### src/rtl/dpram_burst_reader.sv
// dpram_burst_reader: port-B burst read controller for the 8192x11 capture RAM.
// Reads a circular run of words and streams them over valid/ready. A small
// FIFO plus a two-stage read tag pipeline hides the RAM's one-cycle read
// latency. Reads only issue while FIFO occupancy plus reads in flight is
// below the FIFO depth, so backpressure can never overflow the FIFO.
//
// state   | meaning
// S_IDLE  | waiting for start; a zero-length start only pulses done
// S_READ  | issuing one read per cycle while FIFO credit is available
// S_DRAIN | every read issued; waiting for the last beat to handshake
module dpram_burst_reader #(
    parameter int ADDR_WIDTH = 13,
    parameter int DATA_WIDTH = 11,
    parameter int LEN_WIDTH  = ADDR_WIDTH + 1,
    parameter int FIFO_DEPTH = 4
) (
    input  logic                  clk,
    input  logic                  rst_n,
    input  logic                  start,
    input  logic [ADDR_WIDTH-1:0] start_addr,
    input  logic [LEN_WIDTH-1:0]  length,
    input  logic                  abort,
    output logic [ADDR_WIDTH-1:0] ram_addr,
    input  logic [DATA_WIDTH-1:0] ram_rd_data,
    output logic [DATA_WIDTH-1:0] m_data,
    output logic                  m_valid,
    input  logic                  m_ready,
    output logic                  m_last,
    output logic                  busy,
    output logic                  done
);

    localparam int PTR_W = $clog2(FIFO_DEPTH);
    localparam int CNT_W = PTR_W + 1;
    localparam int SUM_W = CNT_W + 1;

    typedef enum logic [1:0] {
        S_IDLE,
        S_READ,
        S_DRAIN
    } state_t;

    state_t                state_q, state_d;
    logic [ADDR_WIDTH-1:0] addr_q, addr_d;
    logic [ADDR_WIDTH-1:0] ram_addr_q, ram_addr_d;
    logic [LEN_WIDTH-1:0]  remaining_q, remaining_d;
    logic                  busy_q, busy_d;
    logic                  done_q, done_d;

    // Read tags: stage 1 = address presented to RAM, stage 2 = data on ram_rd_data.
    logic                  tag1_q, tag1_d;
    logic                  tag1_last_q, tag1_last_d;
    logic                  tag2_q, tag2_d;
    logic                  tag2_last_q, tag2_last_d;

    // FIFO entries hold {last, data}.
    logic [DATA_WIDTH:0]   fifo_mem_q [FIFO_DEPTH];
    logic [DATA_WIDTH:0]   fifo_mem_d [FIFO_DEPTH];
    logic [PTR_W-1:0]      wr_ptr_q, wr_ptr_d;
    logic [PTR_W-1:0]      rd_ptr_q, rd_ptr_d;
    logic [CNT_W-1:0]      count_q, count_d;

    logic                  flush;
    logic                  push;
    logic                  pop;
    logic                  credit_ok;
    logic [SUM_W-1:0]      pending;
    logic [DATA_WIDTH:0]   head;

    assign head      = fifo_mem_q[rd_ptr_q];
    assign m_valid   = (count_q != '0);
    assign m_data    = head[DATA_WIDTH-1:0];
    assign m_last    = m_valid & head[DATA_WIDTH];
    assign ram_addr  = ram_addr_q;
    assign busy      = busy_q;
    assign done      = done_q;

    assign push      = tag2_q;
    assign pop       = m_valid & m_ready;
    assign pending   = SUM_W'(count_q) + SUM_W'(tag1_q) + SUM_W'(tag2_q);
    assign credit_ok = (pending < SUM_W'(FIFO_DEPTH));

    // Burst sequencing: accept start, issue reads under credit, finish or abort.
    always_comb begin
        state_d     = state_q;
        addr_d      = addr_q;
        ram_addr_d  = ram_addr_q;
        remaining_d = remaining_q;
        busy_d      = busy_q;
        done_d      = 1'b0;
        tag1_d      = 1'b0;
        tag1_last_d = 1'b0;
        flush       = 1'b0;

        case (state_q)
            S_IDLE: begin
                if (start) begin
                    if (length == '0) begin
                        done_d = 1'b1;
                    end else begin
                        // The first read issues on the accepting edge itself.
                        ram_addr_d  = start_addr;
                        addr_d      = start_addr + ADDR_WIDTH'(1);
                        remaining_d = length - LEN_WIDTH'(1);
                        tag1_d      = 1'b1;
                        tag1_last_d = (length == LEN_WIDTH'(1));
                        busy_d      = 1'b1;
                        state_d     = (length == LEN_WIDTH'(1)) ? S_DRAIN : S_READ;
                    end
                end
            end
            S_READ: begin
                if (abort) begin
                    flush   = 1'b1;
                    busy_d  = 1'b0;
                    state_d = S_IDLE;
                end else if (credit_ok) begin
                    ram_addr_d  = addr_q;
                    addr_d      = addr_q + ADDR_WIDTH'(1);
                    remaining_d = remaining_q - LEN_WIDTH'(1);
                    tag1_d      = 1'b1;
                    tag1_last_d = (remaining_q == LEN_WIDTH'(1));
                    if (remaining_q == LEN_WIDTH'(1)) begin
                        state_d = S_DRAIN;
                    end
                end
            end
            S_DRAIN: begin
                if (abort) begin
                    flush   = 1'b1;
                    busy_d  = 1'b0;
                    state_d = S_IDLE;
                end else if (pop && head[DATA_WIDTH]) begin
                    done_d  = 1'b1;
                    busy_d  = 1'b0;
                    state_d = S_IDLE;
                end
            end
            default: begin
                busy_d  = 1'b0;
                state_d = S_IDLE;
            end
        endcase
    end

    // Tag pipeline advance and FIFO push/pop bookkeeping.
    always_comb begin
        tag2_d      = tag1_q & ~flush;
        tag2_last_d = tag1_last_q & ~flush;
        fifo_mem_d  = fifo_mem_q;
        wr_ptr_d    = wr_ptr_q;
        rd_ptr_d    = rd_ptr_q;
        count_d     = count_q;

        if (flush) begin
            wr_ptr_d = '0;
            rd_ptr_d = '0;
            count_d  = '0;
        end else begin
            if (push) begin
                fifo_mem_d[wr_ptr_q] = {tag2_last_q, ram_rd_data};
                wr_ptr_d             = wr_ptr_q + PTR_W'(1);
            end
            if (pop) begin
                rd_ptr_d = rd_ptr_q + PTR_W'(1);
            end
            case ({push, pop})
                2'b10:   count_d = count_q + CNT_W'(1);
                2'b01:   count_d = count_q - CNT_W'(1);
                default: count_d = count_q;
            endcase
        end
    end

    // State register; FIFO storage is reset so m_data reads zero out of reset.
    always_ff @(posedge clk or negedge rst_n) begin
        if (!rst_n) begin
            state_q     <= S_IDLE;
            addr_q      <= '0;
            ram_addr_q  <= '0;
            remaining_q <= '0;
            busy_q      <= 1'b0;
            done_q      <= 1'b0;
            tag1_q      <= 1'b0;
            tag1_last_q <= 1'b0;
            tag2_q      <= 1'b0;
            tag2_last_q <= 1'b0;
            wr_ptr_q    <= '0;
            rd_ptr_q    <= '0;
            count_q     <= '0;
            for (int i = 0; i < FIFO_DEPTH; i++) begin
                fifo_mem_q[i] <= '0;
            end
        end else begin
            state_q     <= state_d;
            addr_q      <= addr_d;
            ram_addr_q  <= ram_addr_d;
            remaining_q <= remaining_d;
            busy_q      <= busy_d;
            done_q      <= done_d;
            tag1_q      <= tag1_d;
            tag1_last_q <= tag1_last_d;
            tag2_q      <= tag2_d;
            tag2_last_q <= tag2_last_d;
            wr_ptr_q    <= wr_ptr_d;
            rd_ptr_q    <= rd_ptr_d;
            count_q     <= count_d;
            fifo_mem_q  <= fifo_mem_d;
        end
    end

endmodule

### config.mk
export PLATFORM = sky130hd
export DESIGN_NAME = dpram_burst_reader
export DESIGN_NICKNAME = d
export VERILOG_FILES = /design/src/rtl/dpram_burst_reader.sv
export SDC_FILE = /design/constraint.sdc
export NUM_CORES = 1
export LEC_CHECK = 0
export BUFFER_PORTS_ARGS = -buffer_cell sky130_fd_sc_hd__clkbuf_2
export CORE_ASPECT_RATIO = 1.1
export CORE_MARGIN = 2
export CORE_UTILIZATION = 59
export DETAILED_ROUTE_END_ITERATION = 8
export PLACE_DENSITY = 0.81
export SYNTH_ARGS = -nofsm -noshare
export SYNTH_HDL_FRONTEND = slang
export SYNTH_SLANG_ARGS = --single-unit
### constraint.sdc
create_clock -name clk -period 4.06 [get_ports clk]
set_clock_uncertainty 0.05 [all_clocks]
set_input_delay 0.812 -clock clk [delete_from_list [all_inputs] [get_ports clk]]
set_output_delay 0.812 -clock clk [all_outputs]
set_load 0.02 [all_outputs]
# == Word-level counts from Yosys, hierarchy flattened ==
# Cells that the tools add are included.
# op_classes
n_mux,59
order_cmp,4
addsub,10
reduce_logical,14
n_bitwise,7
n_eq_ne,14
# ops
operator,n
two-way mux 13 bit,8
two-way mux 14 bit,4
one-hot mux 13 bit (2 select lines),2
bitwise mux 48 bit,1
two-way mux 12 bit,3
== test 14 x 1 -> 1 bit (second input constant),2
one-hot mux 14 bit (2 select lines),1
subtractor 14 x 1 -> 14 bit (second input constant),2
adder 13 x 1 -> 13 bit (second input constant),2
binary-select mux 12 bit (select 2 bit),1
demux 12 bit (select 2 bit),1
two-way mux 2 bit,12
two-way mux 1 bit,19
logical NOT 14 bit,1
!= test 2 bit (second input constant),5
AND reduction 5 bit,2
!= test 3 bit (second input constant),3
greater-or-equal comparator 3 bit (second input constant),2
inverter 2 -> 3 bit,2
one-hot mux 1 bit (2 select lines),3
one-hot mux 2 bit (3 select lines),1
one-hot mux 3 bit (2 select lines),1
nonzero test 2 bit,3
nonzero test 3 bit,2
other kinds (18),25
# totals
out_inout_bits,28
input_bits,43
reg_bits,103
wordCells,125

# == Logic depth before layout (Yosys ltp) ==
# Gate-level depths: netlist (run 1).
# logic_depth
word_depth,8
ltp_mapped,12
depth_no_buf,9

# == Worst setup path before layout (run 1) ==
# No wires, ideal clock.
# synth_path
path_kind,register -> register
start,reg state_q[1]
end,reg addr_q[12]
setup_slack_ns,1.061
period_less_slack_ns,2.999
arrival_ns,2.862
n_path_buf,3
t_required_ns,3.923
setup_ns,0.087
path_stages_with_launch,13
cell_sequence,dfrtp_1 inv_1 ha_1 clkbuf_1 buf_2 buf_2 mux2_2 ha_1 inv_1 a211oi_1 nand4_1 or4_1 o211ai_1
# synth_between
elab_chain_cells,3
word_cells_on_any_way,9
cone_classes,eq/ne (5); mux (1); reduce/logical (3)
# synth_lines
element,line_no,rtl
from (decl),43,"state_t state_q, state_d;"
from (signal assigned),195,state_q <= state_d;
== test 2 x 1 -> 1 bit / logical NOT 2 bit (equally long branches),95,case (state_q)
!= test 2 bit (no source line) / nonzero test 2 bit (equally long branches),n/a,
AND reduction 5 bit (no source line),n/a,
to (signal assigned),196,addr_q <= addr_d;
to (decl),44,"logic [ADDR_WIDTH-1:0] addr_q, addr_d;"
# Parallel ways exist; a longest one is shown, timed or not.
# A chain may end at the register's enable or synchronous reset.

# == Final worst setup path (run 1) ==
# layout_path
start,in length[0]
end,reg addr_q[9]
# layout_between
elab_chain_cells,3
# layout_lines
element,line_no,rtl
from (decl),21,"input logic [LEN_WIDTH-1:0] length,"
logical NOT 14 bit,98,if (length == '0) begin
!= test 2 bit (no source line),n/a,
AND reduction 5 bit (no source line),n/a,
# No other way between the ends.

==> results.ini, run 1 <==
[route]
vias = 4287
wl_microns = 12500
drc = 0
ant_nets = 0
vias_per_cell = 6.098
drtIter0Drc = 209
wire_per_inst_microns = 17.78
first_pass_iters = 4

[timing]
finalMaxSlewViolations = 0
setup-tns-final_ps = 0
rsz0062_at_grt = no
worstMarginPinSlew_ps = 1130
finalSetupViolCount = 0
fin_crit_ps = 3140
max_clock_freq_ghz = 0.3185
slew_headroom_pct = 24.69
hold_viol = 0
post-route-period-util_pct = 77.34

[clock_network]
cts.clk_slew.worst_paths_ps = 110
cts_buffers = 9
htreeDepth = 3
cts_setup_buffers = 0
cts_resized = 0
clock-sinks = 103
hold_buffers = 0
clk_path_buf_depth = 2
insertion_delay_ps = 360
cts-root-buf = clkbuf_8
tritoncts = yes

[power_and_ir_drop]
pwr-share-seq_pct = 37.0
p_per_area_nw_per_um2 = 814.0
clkPwrFrac_pct = 12.9
pwr-share-comb_pct = 50.1
swShare_pct = 42.49
power.leakage_nw = 2.818
power_switching_mw = 2.200
ir_drop_mv = 0.3783
intPower_mw = 2.978

[logic_synthesis]
yosysMostFrequentCell = dfrtp_1
synth_nets = 582
synthDistinctLibCells = 60
syn_avg_cell_area_sq_um = 10.94
synth_top_cells_by_count = 103 x dfrtp_1, 52 x mux2_2, 44 x nand2_1
synth_flop_cell = dfrtp_1
synth_area_sq_um = 5730
synth_seq_cells = 103
synth.area.top_cells = dfrtp_1 45%, mux2_2 10%, mux4_2 4.7%
yosysSeqAreaShare_pct = 44.98
synth.top_cell.area_share_pct = 44.98
yosys.area.top_type = dfrtp_1
synth_edf_count = 0
synthArstFlopShare_pct = 100.0
synth_warnings = 0
synthCells = 524

[floorplan]
core_area_sq_um = 9398
initial_core_util_pct = 60.98
die_y_microns = 107.4
ioPinCount = 71
die_w_microns = 97.97
design.die.area_sq_um = 10520
row_count = 37

[setup_path]
worstPathMaxFanout = 34
r2r-end = addr_q[9]
critPathTopFamily = compound AO/OA/AOI/OAI gates
critPathKind = input pin to flop
end_kind = flop
crit_arrival_ps = 3340
cpPeakStageDelay_ps = 650
reg2regPathDepth = 7
crit_chain = clkbuf_2, inv_1, ha_1, or4b_2, o41a_1, o22ai_4, buf_12, o21bai_1, a21o_1
start_kind = input pin
crit_required_ps = 4260
crit_cells = 9
critPathCapture = addr_q[9]
crit_path_start = length[0]
ff2ff_setup_slack_ps = 940
cp_num_buf_inv = 3
reg2reg_from = state_q[1]
slowest_stage = or4b_2

[global_routing]
grtUsageTotal_pct = 24.78
gr-usage-met3_pct = 3.766
antenna_found_initial = 0
met1_usage_pct = 31.66
grt_pass1_vias = 4400
grt_pass1_wl_microns = 21000
grt_max_degree = 88
top_usage_layer = met2
grt_remaining_overflow = 0
grtUsageMet2_pct = 43.35

[placed_design]
gp_congestion = 0.8946
placedCellCount = 688
hpwl_microns = 8889
io_buffers = 70
placed_area_sq_um = 6160

[outcome]
outcome = finished clean

[cells_and_area]
fin_area_sq_um = 6361
layout-drive-gt1-share_pct = 29.35
finalNonFillerCells = 703
area_growth_pct = 11.00
fin_util_pct = 67.69
nets = 640
diodes = 0

[worst_hold_path]
hold_path_class = flop to flop

[flow_run]
max_cap_violations = 0

## cell type report
cell class	instances	area, sq um
flip-flops and latches	103	2577
multi-input cells	378	2965
well taps	117	146.4
clock buffers	9	123.9
repair buffers	78	425.4
clock inverters	6	77.57
inverters	12	45.04
fillers	734	3037
## logic make-up (layout without fill, tap and decap cells)
logic type | after synthesis | in the layout | synth area share, %
mux | 79 | 79 | 17.55
compound gates | 114 | 114 | 13.62
simple gates | 146 | 146 | 13.36
xor+xnor | 24 | 24 | 3.668
buf+inv | 43 | 105 | 3.406
flops | 103 | 103 | 44.98
fa+ha+maj | 15 | 15 | 3.406
## worst min-delay path by stage
stage / end / startpoint / cells after the start
2_1_floorplan: tag2_last_q / tag1_last_q / 1
3_3_place_gp: tag2_last_q / tag1_last_q / 1
3_5_place_dp: ram_addr[6] / ram_addr[6] / 2
4_1_cts: tag2_last_q / tag1_last_q / 1
5_1_grt: push / tag1_q / 1
6_report: tag2_last_q / tag1_last_q / 1
## state kept, by name, indices dropped and copies added, names as in the netlist
register,flops
remaining_q,14
tag1_q,1
busy,1
tag2_last_q,1
ram_addr,13
rd_ptr_q,2
done,1
addr_q,13
fifo_mem_q,48
state_q,2
count_q,3
push,1
wr_ptr_q,2
tag1_last_q,1
## cell usage in the layout, fill, tap and decap left out, types with 3 or more instances in the layout
cell type,synthesis,layout
a211oi_1,3,3
a21boi_0,4,4
a21o_1,5,5
a21oi_1,18,18
a22oi_1,8,8
and2_1,9,9
buf_4,1,8
clkbuf_2,0,69
clkbuf_8,0,9
dfrtp_1,103,103
ha_1,14,14
inv_1,12,12
mux2_2,52,52
mux2i_1,15,15
mux4_2,12,12
nand2_1,44,44
nand2b_1,4,4
nand3_1,12,12
nand3b_1,5,5
nand4_1,5,5
nor2_1,22,22
nor3_1,7,7
nor4_1,10,10
o21a_1,3,3
o21ai_0,23,23
o21ai_1,7,7
o21bai_1,6,6
o22ai_1,8,8
o31ai_1,4,4
o32ai_1,4,4
or2_2,5,5
or3_1,6,6
or4_1,8,8
xnor2_1,12,12
xor2_1,12,12
## per-stage QoR
stage          hold slack (ps)  setup WS [ps]  total power, mW
2_1_floorplan            377.7           1061            3.849
3_3_place_gp             400.4          652.4            4.366
3_5_place_dp             419.2          565.9            4.533
4_1_cts                  437.0          951.8            5.204
5_1_grt                  453.9          694.9            5.586
6_report                 423.8          920.2            5.178
## per-layer routing
| metal | share of wire [%] | up-vias |
|---|---|---|
| met4 | 2.1 | 0 |
| met1 | 42 | 2106 |
| li1 | - | 2058 |
| met2 | 52 | 101 |
| met3 | 3.7 | 22 |
| met5 | 0 | - |
## power by group through the flow
stage	sequential, mW	combinational, mW	clock (mW)
after global placement	1.89	2.48	0
after detailed placement	1.93	2.60	0
after CTS	1.91	2.61	0.682
after global routing	1.99	2.87	0.724
after floorplan	1.85	2.00	0
final	1.92	2.59	0.667
(Power assumes the default switching activity.)
==> run 2, diff against run 1 <==
Settings changed: ABC_AREA set to 1.
Clock period 4.06 ns to 2.9 ns, I/O delays scaled along.
==> results.ini, run 2 <==
[outcome]
outcome = finished clean

[power_and_ir_drop]
p_per_area_nw_per_um2 = 1121
pwr-share-comb_pct = 52.5
intPower_mw = 3.634
power_switching_mw = 3.537
clkPwrFrac_pct = 12.8
ir_drop_mv = 0.6711
pwr-share-seq_pct = 34.7
swShare_pct = 49.33
power.leakage_nw = 3.302

[global_routing]
grt_pass1_vias = 5084
antenna_found_initial = 0
grtUsageTotal_pct = 26.37
grt_remaining_overflow = 0
grt_max_degree = 59
grt_pass1_wl_microns = 23120

[clock_network]
cts_resized = 0
htreeDepth = 3
insertion_delay_ps = 380
cts-root-buf = clkbuf_8
cts_buffers = 9
hold_buffers = 0
cts_setup_buffers = 0
cts.clk_slew.worst_paths_ps = 110
clk_path_buf_depth = 2
clock-sinks = 103
tritoncts = yes

[floorplan]
initial_core_util_pct = 59.83
ioPinCount = 71
core_area_sq_um = 9747
design.die.area_sq_um = 10700
row_count = 38
die_y_microns = 108.3
die_w_microns = 98.80

[cells_and_area]
layout_common_cells = 264 x nand2_1, 103 x dfrtp_1, 93 x o21ai_0, 70 x nor2_1, 69 x clkbuf_2
top_regs = fifo_mem_q (48), remaining_q (14)
nets = 901
diodes = 0
fillerInstances = 838
layout_commonest_cell = nand2_1
largest_reg_flops = 48
area_growth_pct = 9.655
fin_util_pct = 65.61
layout-drive-gt1-share_pct = 14.15
top_register = fifo_mem_q

[placed_design]
io_buffers = 70
hpwl_microns = 9374
gp_congestion = 0.9023

[route]
ant_nets = 0
wire_per_inst_microns = 13.78
wl_microns = 13340
vias = 5291
first_pass_iters = 5
vias_per_cell = 5.466
drc = 0
drtIter0Drc = 296

[timing]
rsz0062_at_grt = no
fin_crit_ps = 2631
hold_viol = 0
slew_headroom_pct = 50.34
finalMaxSlewViolations = 0
post-route-period-util_pct = 90.74
setup-tns-final_ps = 0
max_clock_freq_ghz = 0.3800
finalSetupViolCount = 0
worstMarginPinSlew_ps = 743.1

[flow_run]
max_cap_violations = 0

[logic_synthesis]
synthDistinctLibCells = 36
yosys.area.top_type = dfrtp_1
synth_seq_cells = 103
synth_area_sq_um = 5832
synth_warnings = 0
syn_avg_cell_area_sq_um = 7.429
synth_top_cells_by_count = 264 x nand2_1, 103 x dfrtp_1, 93 x o21ai_0
synthArstFlopShare_pct = 100.0
synth_flop_cell = dfrtp_1
synth.area.top_cells = dfrtp_1 44%, nand2_1 17%, o21ai_0 8.0%
synth_edf_count = 0
synthCells = 785
synth_nets = 843
yosysMostFrequentCell = nand2_1
synth.top_cell.area_share_pct = 44.20
yosysSeqAreaShare_pct = 44.20

[setup_path]
crit_required_ps = 2270
end_kind = primary output
crit_arrival_ps = 2000
crit_path_start = rd_ptr_q[1]
start_kind = flop
reg2reg_from = state_q[1]
critPathKind = flop to primary output
worstPathMaxFanout = 14

[worst_hold_path]
hold_path_class = input pin to asynchronous set/reset pin

==> run 2: cell types whose count changed after synthesis, sizes merged, moves of 12 or more <==
cell	change
inv	+57
mux2	-52
mux2i	-15
mux4	-12
nand2	+225
nand3	+43
nor2	+61
o21ai	+81
==> run 2: kinds of logic after synthesis <==
| logic type | count (synthesis) | share of synthesized area, % |
|---|---|---|
| AOI/OAI and AO/OA | 133 | 12.02 |
| xor gates and xnor gates | 11 | 1.652 |
| adders and majority gates | 15 | 3.347 |
| buffers and inverters | 98 | 7.852 |
| DFF | 103 | 44.20 |
| and+or+nand+nor | 425 | 30.94 |
==> run 2: final cells by class <==
cell class | count | area [sq um] | share of cell area [%]
Sequential cell | 103 | 2577 | 40.31
Timing Repair Buffer | 76 | 410.4 | 6.418
Multi-Input combinational cell | 584 | 2796 | 43.73
Clock inverter | 7 | 72.57 | 1.135
Inverter | 69 | 264.0 | 4.128
Tap cell | 120 | 150.1 | 2.348
Clock buffer | 9 | 123.9 | 1.937
==> run 2: path summary, 6_finish.rpt <==
path                                  to  cells past startpoint  slack [ps]
max                           m_data[10]                      4         270
min                                 busy                      1         140
max reg2reg                   addr_q[10]                     11         510
min reg2reg                  tag2_last_q                      2         440
max in group asynchronous  fifo_mem_q[7]                      2        1940
min in group clk                    done                      2         400
==> run 2: power groups by stage <==
stage / clock network, mW / registers [mW] / logic (mW)
2_1_floorplan: 0 / 2.50 / 2.88
3_3_place_gp: 0 / 2.48 / 3.60
3_5_place_dp: 0 / 2.51 / 3.75
4_1_cts: 0.931 / 2.48 / 3.77
5_1_grt: 0.978 / 2.57 / 4.28
6_report: 0.918 / 2.49 / 3.76
==> run 2: metrics by stage <==
step	std cells	total power, mW	setup WS, ps	cell area (sq um)	hold WS, ps
2_1_floorplan	785	5.389	945.2	5832	234.4
3_3_place_gp	952	6.078	636.7	6198	411.2
3_5_place_dp	952	6.257	563.3	6198	416.1
4_1_cts	968	7.182	275.2	6395	162.0
5_1_grt	968	7.822	202.3	6395	199.0
6_report	968	7.171	268.5	6395	143.1
==> run 2: critical path: stages, from the launching register on <==
cell and delay, ps:
dfrtp_1 570, inv_1 430, o21ai_0 170, o22ai_1 230, clkbuf_2 220
==> run 2: metal layers <==
| metal | routed length [microns] | part of all wire (%) | up-vias | global-route usage, % |
|---|---|---|---|---|
| li1 | - | - | 2638 | - |
| met1 | 5904 | 44 | 2495 | 34.58 |
| met2 | 6660 | 50 | 134 | 45.17 |
| met3 | 564 | 4.2 | 24 | 3.232 |
| met4 | 206 | 1.5 | 0 | 9.687 |
| met5 | 0 | 0 | - | 0 |
==> run 3, diff against run 2 <==
Settings changed: CORE_UTILIZATION 59 to 63, PLACE_DENSITY 0.81 to 0.85.
Clock period 2.9 ns to 3.21 ns, I/O delays scaled along.
==> results.ini, run 3 (synthesis gave the netlist of run 2 again) <==
[setup_path]
cpPeakStageDelay_ps = 510
cp_num_buf_inv = 2
r2r-end = addr_q[10]
reg2regPathDepth = 11
worstPathMaxFanout = 24
slowest_stage = inv_1
ff2ff_setup_slack_ps = 790
critPathKind = flop to primary output
critPathCapture = m_data[1]
crit_path_start = rd_ptr_q[0]
critPathTopFamily = buffers and inverters
start_kind = flop
reg2reg_from = state_q[1]
crit_arrival_ps = 1890
crit_chain = inv_1, o21ai_0, o22ai_1, clkbuf_2
end_kind = primary output
crit_cells = 4
crit_required_ps = 2520

[power_and_ir_drop]
ir_drop_mv = 0.5320
p_per_area_nw_per_um2 = 1011
power.leakage_nw = 3.305

[route]
wl_microns = 13210
vias_per_cell = 5.584
drc = 0
ant_nets = 0
vias = 5372
first_pass_iters = 5
wire_per_inst_microns = 13.73
drtIter0Drc = 331

[cells_and_area]
layout_commonest_cell = nand2_1
area_growth_pct = 9.633
layout-drive-gt1-share_pct = 14.15
largest_reg_flops = 48
layout_common_cells = 264 x nand2_1, 103 x dfrtp_1, 93 x o21ai_0, 70 x nor2_1, 69 x clkbuf_2
top_regs = fifo_mem_q (48), remaining_q (14)
top_register = fifo_mem_q
finalNonFillerCells = 962
fillerInstances = 722
fin_area_sq_um = 6394
nets = 901
diodes = 0

[floorplan]
design.die.area_sq_um = 10040
core_area_sq_um = 8919
die_y_microns = 104.9
initial_core_util_pct = 65.39
die_w_microns = 95.74
ioPinCount = 71
row_count = 36

[clock_network]
cts_resized = 0
clk_path_buf_depth = 2
hold_buffers = 0
insertion_delay_ps = 370
clock-sinks = 103
cts.clk_slew.worst_paths_ps = 110
htreeDepth = 3
cts_setup_buffers = 0
tritoncts = yes
cts_buffers = 9
cts-root-buf = clkbuf_8

[global_routing]
grt_pass1_vias = 5201
grt_remaining_overflow = 0
grt_max_degree = 61
grtUsageTotal_pct = 27.38
grt_pass1_wl_microns = 22360
antenna_found_initial = 0

[timing]
max_clock_freq_ghz = 0.3878
hold_viol = 0
timing.hold.ws_ps = 200.1
slew_headroom_pct = 49.19
worstMarginPinSlew_ps = 760.3
setup-tns-final_ps = 0
post-route-period-util_pct = 80.33
finalMaxSlewViolations = 0
fin_crit_ps = 2579
rsz0062_at_grt = no
finalSetupViolCount = 0

[placed_design]
placed_area_sq_um = 6203
placedCellCount = 946
io_buffers = 70
gp_congestion = 0.9800
hpwl_microns = 9522

[flow_run]
max_cap_violations = 0

[worst_hold_path]
hold_path_class = input pin to asynchronous set/reset pin

[outcome]
outcome = finished clean

[run 3: layout make-up]
cell class	count	area [sq um]	share of cell area, %
Tap cell	114	142.6	2.231
Sequential cell	103	2577	40.31
Clock inverter	7	66.31	1.037
Multi-Input combinational cell	584	2796	43.74
Inverter	69	264.0	4.129
Clock buffer	9	123.9	1.937
Timing Repair Buffer	76	422.9	6.614
[run 3: power by group]
part / switching, mW / leakage, nW / internal, mW
sequential: 0.357 / 1.31 / 1.88
combinational: 2.32 / 1.90 / 1.12
clock: 0.492 / 0.0949 / 0.300
[run 3: worst min-delay path by stage]
stage | from | end | slack, ps | cells past startpoint
finish | rst_n | busy | 200 | 1
global route | rst_n | fifo_mem_q[0] | 250 | 1
CTS | rst_n | fifo_mem_q[0] | 220 | 1
detailed placement | fifo_mem_q[26] | fifo_mem_q[26] | 420 | 2
global placement | fifo_mem_q[16] | fifo_mem_q[16] | 410 | 2
floorplan | rst_n | addr_q[0] | 300 | 0
[run 3: routing by layer]
metal	wire length [microns]	track usage, %	up-vias
li1	-	-	2632
met1	5625	34.42	2533
met2	6622	47.85	181
met3	708	3.389	26
met4	256	9.592	0
met5	0	0	-
[run 3: through the flow]
stage	total power, mW	setup slack (ps)	util [%]
floorplan	4.869	1193	-
global placement	5.498	950.5	69.56
detailed placement	5.669	834.0	69.56
CTS	6.462	639.0	71.69
global route	7.036	493.4	71.69
finish	6.462	631.3	71.69
